File: src/rtl/demux_1to2_32bit_buf_pkg.sv
// Shared definitions for the buffered 1-to-2 demultiplexer: select encodings
// and default geometry.
package demux_1to2_32bit_buf_pkg;

    localparam logic SEL_A = 1'b0;
    localparam logic SEL_B = 1'b1;

    localparam int unsigned DEFAULT_WIDTH = 32;
    localparam int unsigned DEFAULT_DEPTH = 2;

endpackage

File: src/rtl/demux_1to2_32bit_buf_fifo.sv
// Single-clock FIFO with one push and one pop port.
// The head word is registered storage, so a push is visible one cycle later.
module sync_fifo_1r1w #(
    parameter  int unsigned WIDTH = 32,
    parameter  int unsigned DEPTH = 2,
    localparam int unsigned AW    = $clog2(DEPTH)
) (
    input  logic             clk,
    input  logic             rst,
    input  logic             push,
    input  logic [WIDTH-1:0] push_data,
    input  logic             pop,
    output logic             full,
    output logic             empty,
    output logic [AW:0]      count,
    output logic [WIDTH-1:0] head
);

    logic [WIDTH-1:0] mem_q [DEPTH];
    logic [WIDTH-1:0] mem_d [DEPTH];
    logic [AW-1:0]    wr_ptr_q, wr_ptr_d;
    logic [AW-1:0]    rd_ptr_q, rd_ptr_d;
    logic [AW:0]      count_q, count_d;
    logic             push_ok, pop_ok;

    assign full    = (count_q == (AW+1)'(DEPTH));
    assign empty   = (count_q == '0);
    assign count   = count_q;
    assign head    = mem_q[rd_ptr_q];

    assign push_ok = push && !full;
    assign pop_ok  = pop && !empty;

    // DEPTH is a power of two, so pointer overflow is the modulo wrap.
    always_comb begin
        mem_d    = mem_q;
        wr_ptr_d = wr_ptr_q;
        rd_ptr_d = rd_ptr_q;
        count_d  = count_q;
        if (push_ok) begin
            mem_d[wr_ptr_q] = push_data;
            wr_ptr_d        = wr_ptr_q + AW'(1);
        end
        if (pop_ok) begin
            rd_ptr_d = rd_ptr_q + AW'(1);
        end
        case ({push_ok, pop_ok})
            2'b10:   count_d = count_q + (AW+1)'(1);
            2'b01:   count_d = count_q - (AW+1)'(1);
            default: count_d = count_q;
        endcase
    end

    always_ff @(posedge clk or posedge rst) begin
        if (rst) begin
            for (int unsigned i = 0; i < DEPTH; i++) begin
                mem_q[i] <= '0;
            end
            wr_ptr_q <= '0;
            rd_ptr_q <= '0;
            count_q  <= '0;
        end else begin
            mem_q    <= mem_d;
            wr_ptr_q <= wr_ptr_d;
            rd_ptr_q <= rd_ptr_d;
            count_q  <= count_d;
        end
    end

endmodule

File: src/rtl/demux_1to2_32bit_buf.sv
// Buffered 1-to-2 demultiplexer: each accepted word is steered by in_sel into
// the FIFO of port A or port B.
module demux_1to2_32bit_buf
    import demux_1to2_32bit_buf_pkg::*;
#(
    parameter  int unsigned WIDTH = DEFAULT_WIDTH,
    parameter  int unsigned DEPTH = DEFAULT_DEPTH,
    localparam int unsigned AW    = $clog2(DEPTH)
) (
    input  logic             clk,
    input  logic             rst,
    input  logic [WIDTH-1:0] in_data,
    input  logic             in_sel,
    input  logic             in_valid,
    output logic             in_ready,
    output logic [WIDTH-1:0] a_data,
    output logic             a_valid,
    input  logic             a_ready,
    output logic [AW:0]      a_count,
    output logic [WIDTH-1:0] b_data,
    output logic             b_valid,
    input  logic             b_ready,
    output logic [AW:0]      b_count
);

    logic a_full, a_empty, b_full, b_empty;
    logic push_a, push_b;

    // Readiness depends only on registered fullness; a same-cycle pop never frees a slot.
    assign in_ready = (in_sel == SEL_B) ? ~b_full : ~a_full;
    assign push_a   = in_valid && in_ready && (in_sel == SEL_A);
    assign push_b   = in_valid && in_ready && (in_sel == SEL_B);
    assign a_valid  = ~a_empty;
    assign b_valid  = ~b_empty;

    sync_fifo_1r1w #(
        .WIDTH (WIDTH),
        .DEPTH (DEPTH)
    ) u_fifo_a (
        .clk       (clk),
        .rst       (rst),
        .push      (push_a),
        .push_data (in_data),
        .pop       (a_ready),
        .full      (a_full),
        .empty     (a_empty),
        .count     (a_count),
        .head      (a_data)
    );

    sync_fifo_1r1w #(
        .WIDTH (WIDTH),
        .DEPTH (DEPTH)
    ) u_fifo_b (
        .clk       (clk),
        .rst       (rst),
        .push      (push_b),
        .push_data (in_data),
        .pop       (b_ready),
        .full      (b_full),
        .empty     (b_empty),
        .count     (b_count),
        .head      (b_data)
    );

endmodule

File: config.mk
export PLATFORM = sky130hd
export DESIGN_NAME = demux_1to2_32bit_buf
export DESIGN_NICKNAME = d
export VERILOG_FILES = /design/src/rtl/demux_1to2_32bit_buf_pkg.sv /design/src/rtl/demux_1to2_32bit_buf_fifo.sv /design/src/rtl/demux_1to2_32bit_buf.sv
export SDC_FILE = /design/constraint.sdc
export NUM_CORES = 1
export LEC_CHECK = 0
export CAP_MARGIN = 10
export CELL_PAD_IN_SITES_DETAIL_PLACEMENT = 0
export CELL_PAD_IN_SITES_GLOBAL_PLACEMENT = 1
export CORE_AREA = 2 2 118 120
export DETAILED_ROUTE_END_ITERATION = 8
export DIE_AREA = 0 0 120 122
export GPL_ROUTABILITY_DRIVEN = 1
export MAX_ROUTING_LAYER = met4
export PLACE_DENSITY_LB_ADDON = 0.12
export REMOVE_ABC_BUFFERS = 1
export SLEW_MARGIN = 20
export SYNTH_ARGS = -nofsm -noshare
export SYNTH_HDL_FRONTEND = slang
export SYNTH_HIERARCHICAL = 1
export SYNTH_SLANG_ARGS = --single-unit
File: constraint.sdc
create_clock -name clk -period 5.9 [get_ports clk]
set_clock_uncertainty 0.2 [all_clocks]
set_input_delay 1.18 -clock clk [delete_from_list [all_inputs] [get_ports clk]]
set_output_delay 1.18 -clock clk [all_outputs]
set_load 0.02 [all_outputs]
==> results_dict.tcl <==
set metrics [dict create \
    path_delay_family "buffers and inverters" \
    cpMaxStageDelayCell "clkdlybuf4s50_1" \
    vias 3433 \
    period_share_pct 65.6 \
    r2r_start "u_fifo_a/count[0]" \
    clkPwrFrac_pct 18.4 \
    r2r_end "u_fifo_a/mem_q[32]" \
    finalSetupViolations 0 \
    wl_um 12900 \
    ys.flop_type "dfrtp_1" \
    die_w_um 120 \
    hold_path.class "flip-flop to flip-flop" \
    slew_violations 0 \
    r2r_cells 5 \
    critPathKind "input port to output port" \
    ys_ff_latch 136 \
    netlist-cell-type-count 21 \
    post-dp-hpwl_um 7500 \
    setup_tns_ns 0 \
    max_stage_delay_ns 0.62 \
    cts_resized 0 \
    status "complete, no violations" \
    first_pass_iters 4 \
    pwr-share-seq_pct 33.7 \
    ir_drop_v 0.000333 \
    grt_pass1_vias 3762 \
    holdCritStartpoint "u_fifo_a/wr_ptr_q" \
    cts_buffers 17 \
    min_path_cells 1 \
    final_cell_count_no_fill 682 \
    clkTransAtPathRegs_ns 0.05 \
    regToRegSetupSlack_ns 3.02 \
    clk_latency_ns 0.41 \
    drt_iter0_markers 149 \
    final_nets 532 \
    max_cap_viol_count 0 \
    start_util_pct 46.7 \
    arrival_ns 2.49 \
    drive_gt1_share_pct 45.8 \
    leakage_nw 3.44 \
    max_freq_ghz 0.258 \
    critPathLaunchType "input port" \
    antenna_found_initial 0 \
    p_total_w 0.00524 \
    syn_to_final_growth_pct 25.8 \
    synth_top_area_share_pct 54.0 \
    cts_hold_buf 0 \
    place_congestion 0.677 \
    boundaryPins 109 \
    placed_cells 653 \
    cts-htree-levels 4 \
    worst_slew_pin_slew_ns 1.01 \
    grt_usage_pct 19.5 \
    multi_input_comb_area_mm2 0.00264 \
    num_rows 43 \
    cts_tree "done" \
    path_max_fanout 3 \
    synth_edf_count 0 \
    wire_per_inst_um 18.9 \
    synth_cells 385 \
    grt_pass1_wl_um 20800 \
    synth.avg_cell_area_um2 16.4 \
    core-area_mm2 0.0135 \
    crit_top_cell "clkdlybuf4s50_1" \
    hold_viol 0 \
    power_switching_w 0.00172 \
    seq_area_frac_synth_pct 54.0 \
    drtAntennaViolNets 0 \
    min_to "u_fifo_a/wr_ptr_q" \
    avgViaCountPerCell 5.03 \
    yosysWarnings 6 \
    numPortBuffers 108 \
    die_h_um 122 \
    critPathCaptureType "output port" \
    drc 0 \
    fillers 1117 \
    die-area_mm2 0.0146 \
    cts_root_buffer "clkbuf_16" \
    antenna_cells 0 \
    grt_max_degree 46 \
    path_cells "clkdlybuf4s50_1 -> mux2i_1 -> clkdlybuf4s50_1" \
    yosysTopAreaCell "dfrtp_1" \
    worstPathRequired_ns 4.52 \
    final_cell_mix "134 x dfrtp_1, 132 x mux2_2, 108 x clkdlybuf4s50_1, 60 x mux2_4, 17 x clkbuf_16" \
    syn_area_mm2 0.00630 \
    switching_share_pct 32.9 \
    clkSinkCount 136 \
    slew_headroom_pct 32.3 \
    clockBufferDepth 2 \
    power_frac_comb_pct 47.9 \
    final_common_cell "dfrtp_1" \
    fin_crit_ns 3.87 \
    yosys-top-cells-area "dfrtp_1 54%, mux2_2 24%, mux2_4 14%, buf_12 1.9%, buf_6 1.3%" \
    grt-ovfl-total 0 \
    cts_setup_buffers 0 \
    p_per_area_mw_per_mm2 661 \
    ys_async_sr_fraction_pct 100 \
    rsz0062_at_grt "false" \
    p_int_w 0.00352 \
    path_buf_inv 2 \
    seq_area_mm2 0.00341 \
]
[metrics by stage]
stage               cell area [um2]  util (%)  hold WS, ns  setup slack, ns
finish                         7930      58.7        0.297             2.03
global route                   7930      58.7        0.309             1.96
CTS                            7920      58.6        0.297             2.02
detailed placement             7390      54.7        0.282             2.01
global placement               7390      54.7        0.276             2.03
floorplan                      6060         -        0.260             2.81
[cell families after synthesis]
logic type | share of synthesized area, %
fa+ha+maj | 0.397
buf+inv | 4.23
flops | 54.0
mux | 38.0
simple gates | 1.97
xor+xnor | 1.39
[power by group through the flow]
stage / logic, W / registers, W / clock network (W)
4_1_cts: 0.00254 / 0.00177 / 0.000986
5_1_grt: 0.00267 / 0.00184 / 0.00103
6_report: 0.00251 / 0.00177 / 0.000962
3_3_place_gp: 0.00250 / 0.00175 / 0
3_5_place_dp: 0.00252 / 0.00177 / 0
2_1_floorplan: 0.00164 / 0.00167 / 0
[metal layers]
layer  share of wire, %  routed length [um]  global-route usage (%)
met2                 46                5970                    28.3
met1                 49                6280                    26.1
met5                  0                   0                       -
met4                1.4                 185                    7.06
met3                3.5                 452                    5.34
[cell type report]
cell class              instances  share of cell area, %
multi-input cells             221                   33.3
clock inverters                 3                  0.189
repair buffers                110                   13.8
flip-flops and latches        136                   43.0
clock buffers                  26                   6.55
inverters                       6                  0.316
well taps                     180                   2.84
[cells in the mapped netlist (all sizes together), types with 2 or more instances]
cell	instances
and3	2
nand2b	2
xnor2	6
nand2	2
dfrtp	136
inv	6
xor2	4
buf	20
nor2	4
nor2b	2
mux2	192
clkbuf	2
nand3b	2
ha	2
[worst max-delay path by stage]
stage | start | endpoint | slack, ns | depth (start not counted)
global route | in_sel | in_ready | 1.96 | 3
global placement | in_sel | in_ready | 2.03 | 3
detailed placement | in_valid | u_fifo_a/mem_q[57] | 2.01 | 4
finish | in_sel | in_ready | 2.03 | 3
floorplan | rst | u_fifo_a/count[0] | 2.81 | 1
CTS | in_sel | in_ready | 2.02 | 3
[flip-flops by register name, indices dropped and copies added, names as in the netlist]
signal	flops
u_fifo_b/count	2
u_fifo_a/wr_ptr_q	1
u_fifo_a/mem_q	64
u_fifo_a/count	2
u_fifo_b/mem_q	64
u_fifo_b/rd_ptr_q	1
u_fifo_a/rd_ptr_q	1
u_fifo_b/wr_ptr_q	1
Power figures use the tool's default switching activity.
